### config.mk
export PLATFORM = sky130hd
export DESIGN_NAME = ap_ctrl_perf_monitor
export DESIGN_NICKNAME = d
export VERILOG_FILES = /design/src/rtl/perf_mon_pkg.sv /design/src/rtl/perf_mon_channel.sv /design/src/rtl/ap_ctrl_perf_monitor.sv
export SDC_FILE = /design/constraint.sdc
export NUM_CORES = 2
export LEC_CHECK = 0
export CORE_MARGIN = 4
export CORE_UTILIZATION = 43
export DETAILED_ROUTE_END_ITERATION = 6
export MAX_ROUTING_LAYER = met4
export PLACE_DENSITY_LB_ADDON = 0.25
export SLEW_MARGIN = 40
export SYNTH_ARGS = -nofsm -noshare
export SYNTH_HDL_FRONTEND = slang
export SYNTH_SLANG_ARGS = --single-unit
### constraint.sdc
create_clock -name clock -period 5 [get_ports clock]
set_input_delay 1.5 -clock clock [delete_from_list [all_inputs] [get_ports clock]]
set_output_delay 1.5 -clock clock [all_outputs]
set_load 0.005 [all_outputs]
### src/rtl/perf_mon_pkg.sv
// Shared types and helpers for the ap_ctrl handshake performance monitor.
// Provides the channel state enum, register map indices and saturating increment.
package perf_mon_pkg;

    typedef enum logic [1:0] {
        IDLE      = 2'd0,
        RUN       = 2'd1,
        WAIT_CONT = 2'd2
    } state_e;

    localparam int CHAN_W = 4;
    localparam int REG_W  = 3;
    localparam int MAX_W  = 48;

    localparam logic [REG_W-1:0] REG_NSTART = 3'd0;
    localparam logic [REG_W-1:0] REG_NDONE  = 3'd1;
    localparam logic [REG_W-1:0] REG_BUSY   = 3'd2;
    localparam logic [REG_W-1:0] REG_STALL  = 3'd3;
    localparam logic [REG_W-1:0] REG_ITERS  = 3'd4;
    localparam logic [REG_W-1:0] REG_STATUS = 3'd5;
    localparam logic [REG_W-1:0] REG_LATMIN = 3'd6;
    localparam logic [REG_W-1:0] REG_LATMAX = 3'd7;

    // Increment v, holding at the all-ones value of a w-bit counter.
    function automatic logic [MAX_W-1:0] sat_inc(
        input logic [MAX_W-1:0] v,
        input int               w
    );
        logic [MAX_W-1:0] lim;
        lim = (w >= MAX_W) ? '1 : ((MAX_W'(1) << w) - MAX_W'(1));
        return (v >= lim) ? v : v + MAX_W'(1);
    endfunction

endpackage

### src/rtl/perf_mon_channel.sv
// One monitored kernel: handshake FSM plus start/done/busy/stall/iter counters.
// Ports: clock/reset, clr_i (zero all), frz_i (hold this cycle), frozen_i (status bit),
//   ap_start_i/ap_done_i/ap_continue_i, iter_end_i/iter_block_i,
//   rd_reg_i -> rd_val_o (combinational register select), active_o, overflow_o.
// Macro PERF_MON_LATENCY_EN adds the lat_min/lat_max registers and their timer.
module perf_mon_channel
    import perf_mon_pkg::*;
#(
    parameter int CNT_W = 32
) (
    input  logic             clock,
    input  logic             reset,
    input  logic             clr_i,
    input  logic             frz_i,
    input  logic             frozen_i,
    input  logic             ap_start_i,
    input  logic             ap_done_i,
    input  logic             ap_continue_i,
    input  logic             iter_end_i,
    input  logic             iter_block_i,
    input  logic [REG_W-1:0] rd_reg_i,
    output logic [CNT_W-1:0] rd_val_o,
    output logic             active_o,
    output logic             overflow_o
);

    localparam int NCNT = 5;

    state_e           state_q, state_d;
    logic [CNT_W-1:0] cnt_q [NCNT];
    logic [CNT_W-1:0] cnt_d [NCNT];
    logic             ovf_q, ovf_d;
    logic [NCNT-1:0]  inc;
    logic             start_e, done_e, lat_e;

    always_ff @(posedge clock) begin
        if (reset || clr_i) begin
            state_q <= IDLE;
        end else if (!frz_i) begin
            state_q <= state_d;
        end
    end

    always_comb begin
        state_d = state_q;
        case (state_q)
            IDLE: begin
                if (ap_start_i) state_d = RUN;
            end
            RUN: begin
                if (ap_done_i) begin
                    if (!ap_continue_i) state_d = WAIT_CONT;
                    else                state_d = ap_start_i ? RUN : IDLE;
                end
            end
            WAIT_CONT: begin
                if (ap_continue_i) state_d = ap_start_i ? RUN : IDLE;
            end
            default: state_d = IDLE;
        endcase
    end

    // A start arriving while done waits on ap_continue is not accepted.
    always_comb begin
        start_e = 1'b0;
        done_e  = 1'b0;
        lat_e   = 1'b0;
        case (state_q)
            IDLE: start_e = ap_start_i;
            RUN: begin
                lat_e   = ap_done_i;
                done_e  = ap_done_i & ap_continue_i;
                start_e = done_e & ap_start_i;
            end
            WAIT_CONT: begin
                done_e  = ap_continue_i;
                start_e = ap_continue_i & ap_start_i;
            end
            default: ;
        endcase
    end

    always_comb begin
        inc[REG_NSTART] = start_e;
        inc[REG_NDONE]  = done_e;
        inc[REG_BUSY]   = (state_q == RUN);
        inc[REG_STALL]  = (state_q == WAIT_CONT) ||
                          ((state_q == RUN) && iter_block_i);
        inc[REG_ITERS]  = (state_q != IDLE) && iter_end_i;
    end

    // Overflow flags an event lost because its counter was already full.
    always_comb begin
        ovf_d = ovf_q;
        for (int i = 0; i < NCNT; i++) begin
            cnt_d[i] = cnt_q[i];
            if (inc[i]) begin
                cnt_d[i] = CNT_W'(sat_inc(MAX_W'(cnt_q[i]), CNT_W));
                if (cnt_q[i] == '1) ovf_d = 1'b1;
            end
        end
    end

    always_ff @(posedge clock) begin
        if (reset || clr_i) begin
            for (int i = 0; i < NCNT; i++) cnt_q[i] <= '0;
            ovf_q <= 1'b0;
        end else if (!frz_i) begin
            for (int i = 0; i < NCNT; i++) cnt_q[i] <= cnt_d[i];
            ovf_q <= ovf_d;
        end
    end

`ifdef PERF_MON_LATENCY_EN
    logic [CNT_W-1:0] tmr_q, tmr_d;
    logic [CNT_W-1:0] lmin_q, lmin_d;
    logic [CNT_W-1:0] lmax_q, lmax_d;
    logic [CNT_W-1:0] samp;

    // tmr counts RUN cycles before done; the done cycle adds one more.
    always_comb begin
        samp   = CNT_W'(sat_inc(MAX_W'(tmr_q), CNT_W));
        tmr_d  = tmr_q;
        lmin_d = lmin_q;
        lmax_d = lmax_q;
        if (start_e)               tmr_d = '0;
        else if (state_q == RUN)   tmr_d = samp;
        if (lat_e && samp < lmin_q) lmin_d = samp;
        if (lat_e && samp > lmax_q) lmax_d = samp;
    end

    always_ff @(posedge clock) begin
        if (reset || clr_i) begin
            tmr_q  <= '0;
            lmin_q <= '1;
            lmax_q <= '0;
        end else if (!frz_i) begin
            tmr_q  <= tmr_d;
            lmin_q <= lmin_d;
            lmax_q <= lmax_d;
        end
    end
`else
    logic unused_lat;
    assign unused_lat = lat_e;
`endif

    always_comb begin
        rd_val_o = '0;
        case (rd_reg_i)
            REG_NSTART: rd_val_o = cnt_q[0];
            REG_NDONE:  rd_val_o = cnt_q[1];
            REG_BUSY:   rd_val_o = cnt_q[2];
            REG_STALL:  rd_val_o = cnt_q[3];
            REG_ITERS:  rd_val_o = cnt_q[4];
            REG_STATUS: rd_val_o = CNT_W'({ovf_q, frozen_i, state_q});
`ifdef PERF_MON_LATENCY_EN
            REG_LATMIN: rd_val_o = lmin_q;
            REG_LATMAX: rd_val_o = lmax_q;
`endif
            default:    rd_val_o = '0;
        endcase
    end

    assign active_o   = (state_q != IDLE);
    assign overflow_o = ovf_q;

endmodule

### src/rtl/ap_ctrl_perf_monitor.sv
// Multi-channel performance monitor for HLS ap_ctrl_hs/chain kernels.
// Ports: clock, reset (sync, high); per-channel ap_start/ap_done/ap_continue,
//   iter_end/iter_block; finish (freeze), clear (zero all); rd_en/rd_addr
//   {chan,reg} -> rd_data/rd_valid one cycle later; overflow, active per channel.
// Macro PERF_MON_LATENCY_EN enables per-channel lat_min/lat_max (regs 6, 7).
module ap_ctrl_perf_monitor
    import perf_mon_pkg::*;
#(
    parameter int N_CH  = 4,
    parameter int CNT_W = 32
) (
    input  logic                    clock,
    input  logic                    reset,
    input  logic [N_CH-1:0]         ap_start,
    input  logic [N_CH-1:0]         ap_done,
    input  logic [N_CH-1:0]         ap_continue,
    input  logic [N_CH-1:0]         iter_end,
    input  logic [N_CH-1:0]         iter_block,
    input  logic                    finish,
    input  logic                    clear,
    input  logic                    rd_en,
    input  logic [CHAN_W+REG_W-1:0] rd_addr,
    output logic [CNT_W-1:0]        rd_data,
    output logic                    rd_valid,
    output logic [N_CH-1:0]         overflow,
    output logic [N_CH-1:0]         active
);

    logic              frozen_q, frozen_d;
    logic              frz_eff;
    logic [CNT_W-1:0]  rd_data_q;
    logic              rd_valid_q;
    logic [CNT_W-1:0]  rd_sel;
    logic [CNT_W-1:0]  ch_rd [N_CH];
    logic [CHAN_W-1:0] rd_chan;
    logic [REG_W-1:0]  rd_reg;

    assign rd_chan  = rd_addr[CHAN_W+REG_W-1:REG_W];
    assign rd_reg   = rd_addr[REG_W-1:0];

    // The finish cycle's own events are already discarded.
    assign frozen_d = frozen_q | finish;
    assign frz_eff  = frozen_d;

    always_ff @(posedge clock) begin
        if (reset || clear) begin
            frozen_q <= 1'b0;
        end else begin
            frozen_q <= frozen_d;
        end
    end

    for (genvar g = 0; g < N_CH; g++) begin : g_ch
        perf_mon_channel #(
            .CNT_W(CNT_W)
        ) u_ch (
            .clock        (clock),
            .reset        (reset),
            .clr_i        (clear),
            .frz_i        (frz_eff),
            .frozen_i     (frozen_q),
            .ap_start_i   (ap_start[g]),
            .ap_done_i    (ap_done[g]),
            .ap_continue_i(ap_continue[g]),
            .iter_end_i   (iter_end[g]),
            .iter_block_i (iter_block[g]),
            .rd_reg_i     (rd_reg),
            .rd_val_o     (ch_rd[g]),
            .active_o     (active[g]),
            .overflow_o   (overflow[g])
        );
    end

    // Channels beyond N_CH fall through to zero.
    always_comb begin
        rd_sel = '0;
        for (int c = 0; c < N_CH; c++) begin
            if (rd_chan == CHAN_W'(c)) rd_sel = ch_rd[c];
        end
    end

    always_ff @(posedge clock) begin
        if (reset) begin
            rd_data_q  <= '0;
            rd_valid_q <= 1'b0;
        end else begin
            rd_valid_q <= rd_en;
            if (rd_en) rd_data_q <= rd_sel;
        end
    end

    assign rd_data  = rd_data_q;
    assign rd_valid = rd_valid_q;

endmodule

==> run_results.csv <==
group,metric,value,unit
outcome,status,"finished clean",
sta,fin_tns_setup,0,ps
layout,drive_gt1_frac,0.0953,
layout,mostFrequentLayoutCells,"nor2_1 (644), edfxtp_1 (640), xor2_1 (329)",
sta,slew_viol_final,0,
sta,fmax,269,MHz
synth,synth_edf_count,640,
sta,whs,491,ps
layout,area_growth,11.6,%
worst_setup_path,cp_slowest_cell,"clkdlybuf4s50_1",
floorplanning,die_x,321,um
synth,ys_async_sr_fraction,0,
floorplanning,fp.dieH,321,um
synth,synth_top_cell_area_share,0.457,
power_and_ir_drop,leakagePower,15.3,nW
placed_design,dp_hpwl,99000,um
synth,syn_area,42100,um^2
synth,synth_flop_cell,"edfxtp_1",
sta,period_share,0.743,
routing,first_pass_iters,7,
synth,ys_seq_elements,686,
clocking,ctsLongestPathBuffers,3,
clocking,tritoncts,"yes",
sta,finalWorstPathRequiredPeriod,3720,ps
clocking,clk_pin_slew,60,ps
routing,wl_per_cell,25.0,um
worst_setup_path,crit_path_frequent_cell,"inv_1",
worst_setup_path,cp_cell_sequence,"inv_1 > ha_1 > inv_1 > clkdlybuf4s50_1",
synth,yosysWarnings,0,
sta,max-slew-margin-rel,0.418,
clocking,cts_resized,0,
routing,drtIter0Drc,4840,
worst_setup_path,max_stage_delay,530,ps
worst_setup_path,critPathMaxFanout,5,
power_and_ir_drop,irDropWorstVdd,0.242,mV
placed_design,port_buffers,72,
power_and_ir_drop,p_per_area,299,nW/um^2
synth,yosysTopAreaCell,"edfxtp_1",
routing,drt-total-wl,138000,um
grt,first_global_vias,31709,
worst_setup_path,required,3500,ps
worst_setup_path,crit_type,"reg -> out",
routing,vias_per_cell,6.30,
worst_setup_path,cp-end-kind,"primary output",
clocking,ctsHoldBuffers,0,
grt,grt_pass1_wl,206000,um
synth,synth_fp_nets,4234,
grt,grt_usage,0.268,
floorplanning,ios,73,
synth,ys_top_cells_by_area,"edfxtp_1 (46%), xor2_1 (6.9%), nor2_1 (5.8%), xnor2_1 (4.1%), nand4_1 (2.9%)",
grt,grt.overflow.total,0,
clocking,worst_skew_pair.late_latency,650,ps
placed_design,place_congestion,0.970,
worst_setup_path,cp-start-kind,"register",
sta,fin_skew,26.5,ps
clocking,cts_buffers,81,
clocking,root_buffer,"clkbuf_16",
floorplanning,dieArea,103000,um^2
worst_setup_path,worstPathArrival,2220,ps
sta,setup_viol,0,
clocking,postCtsSetupRepairBufs,0,
clocking,ctsHtreeMaxLevel,3,
grt,antenna_found_initial,5,
routing,vias,34706,
routing,route.detailed.drc,0,
run,maxCapViolCount,0,
routing,ant_nets,0,
grt,grt_max_degree,111,
clocking,clock_sinks,686,
layout,final_common_cell,"nor2_1",
floorplanning,rows,114,
layout,post-route-util,0.485,
worst_hold_path,hold_path.class,"reg -> reg",
floorplanning,coreArea,96900,um^2
synth,ys_types,78,
synth,avgSynthCellArea,10.1,um^2
floorplanning,initial_core_util,0.434,
sta,worst_pin_slew,870,ps
sta,grt_setup_unrepaired,"no",
synth,synthCells,4166,
sta,hold_viol,0,
layout,fin_nets,4232,
synth,ys_seq_area_frac,0.479,
[flip-flops by register name, indices dropped and copies added, names as in the netlist]
register,count
frozen_q,1
rd_data,32
g_ch.u_ch.cnt_q,640
g_ch.u_ch.state_q,8
g_ch.u_ch.overflow_o,4
rd_valid,1
[power breakdown]
| group | internal [mW] | switching (mW) |
|---|---|---|
| Sequential | 6.60 | 0.468 |
| Combinational | 0.442 | 0.746 |
| Clock | 3.30 | 2.48 |
[worst max-delay path, delay by kind of cell, from the launching register on]
kind                     cells  cell delay (ps)
flip-flops                   1              490
adder cells (fa/ha/maj)      1              280
buffers and inverters        3              810
[synthesized netlist by cell type (11+ instances only)]
| cell type | instances |
|---|---|
| inv_1 | 73 |
| o22ai_1 | 16 |
| clkbuf_1 | 180 |
| o211ai_1 | 19 |
| dfxtp_1 | 46 |
| nand2_1 | 246 |
| nor2_1 | 647 |
| o221ai_1 | 12 |
| a221oi_1 | 41 |
| and2_1 | 28 |
| and4_1 | 84 |
| a22oi_1 | 120 |
| mux2_2 | 71 |
| mux2i_1 | 26 |
| mux4_2 | 43 |
| nand2b_1 | 21 |
| or3_1 | 71 |
| edfxtp_1 | 640 |
| ha_1 | 36 |
| and3_1 | 109 |
| o21ai_1 | 25 |
| a21oi_1 | 156 |
| nor3_1 | 65 |
| nor4_1 | 53 |
| buf_4 | 11 |
| a32oi_1 | 12 |
| a31oi_1 | 25 |
| xnor2_1 | 197 |
| or4_1 | 18 |
| xor2_1 | 329 |
| o31ai_1 | 14 |
| o21ai_0 | 94 |
| buf_2 | 43 |
| nand3_1 | 241 |
| nand4_1 | 193 |
| a31o_2 | 19 |
| nor2b_1 | 11 |
[per-stage QoR]
step                power, mW  cells  cell area [um^2]  setup WS (ps)
global placement         8.31   5357             44300            859
global route             14.4   5507             46900           1170
finish                   14.0   5507             46900           1280
detailed placement       8.33   5357             44400            884
CTS                      14.0   5505             46900           1270
floorplan                7.72   4166             42100           28.3
[per-layer routing]
| metal | up-vias | track usage | part of all wire |
|---|---|---|---|
| li1 | 15577 | - | - |
| met1 | 17108 | 0.379 | 0.42 |
| met2 | 1728 | 0.392 | 0.44 |
| met3 | 293 | 0.0418 | 0.093 |
| met4 | 0 | 0.0970 | 0.039 |
| met5 | - | - | 0 |
[path summary, 6_finish.rpt]
kind	startpoint	endpoint	slack [ps]	cells after the start
hold reg to reg	rd_data[19]	rd_data[19]	490	2
hold / removal	rd_data[19]	rd_data[19]	490	2
setup reg to reg	g_ch[0].u_ch.cnt_q[0][96]	g_ch[0].u_ch.cnt_q[0][116]	1940	6
setup / recovery	g_ch[2].u_ch.state_q[0]	active[2]	1280	4
[cell families (layout without fill, tap and decap cells)]
| family | count (synthesis) | count (layout) | share of synthesized area |
|---|---|---|---|
| AO/OA/AOI/OAI | 610 | 610 | 0.0959 |
| XOR/XNOR | 526 | 526 | 0.110 |
| adder cells (fa/ha/maj) | 36 | 36 | 0.0107 |
| buffers and inverters | 317 | 380 | 0.0306 |
| flip-flops | 686 | 686 | 0.479 |
| multiplexers | 140 | 140 | 0.0482 |
| other | 0 | 2 | 0 |
| AND/OR/NAND/NOR | 1851 | 1851 | 0.226 |
[area by class of cell]
type,instances,area (um^2)
sequential,686,20100
antenna,2,5.00
multi-input combinational,3163,20800
fill,8899,49900
clock buffer,113,2290
tap,1276,1600
timing repair buffer,159,1560
inverter,73,275
clock inverter,35,224
No activity file was read; power rests on OpenSTA's default activity.
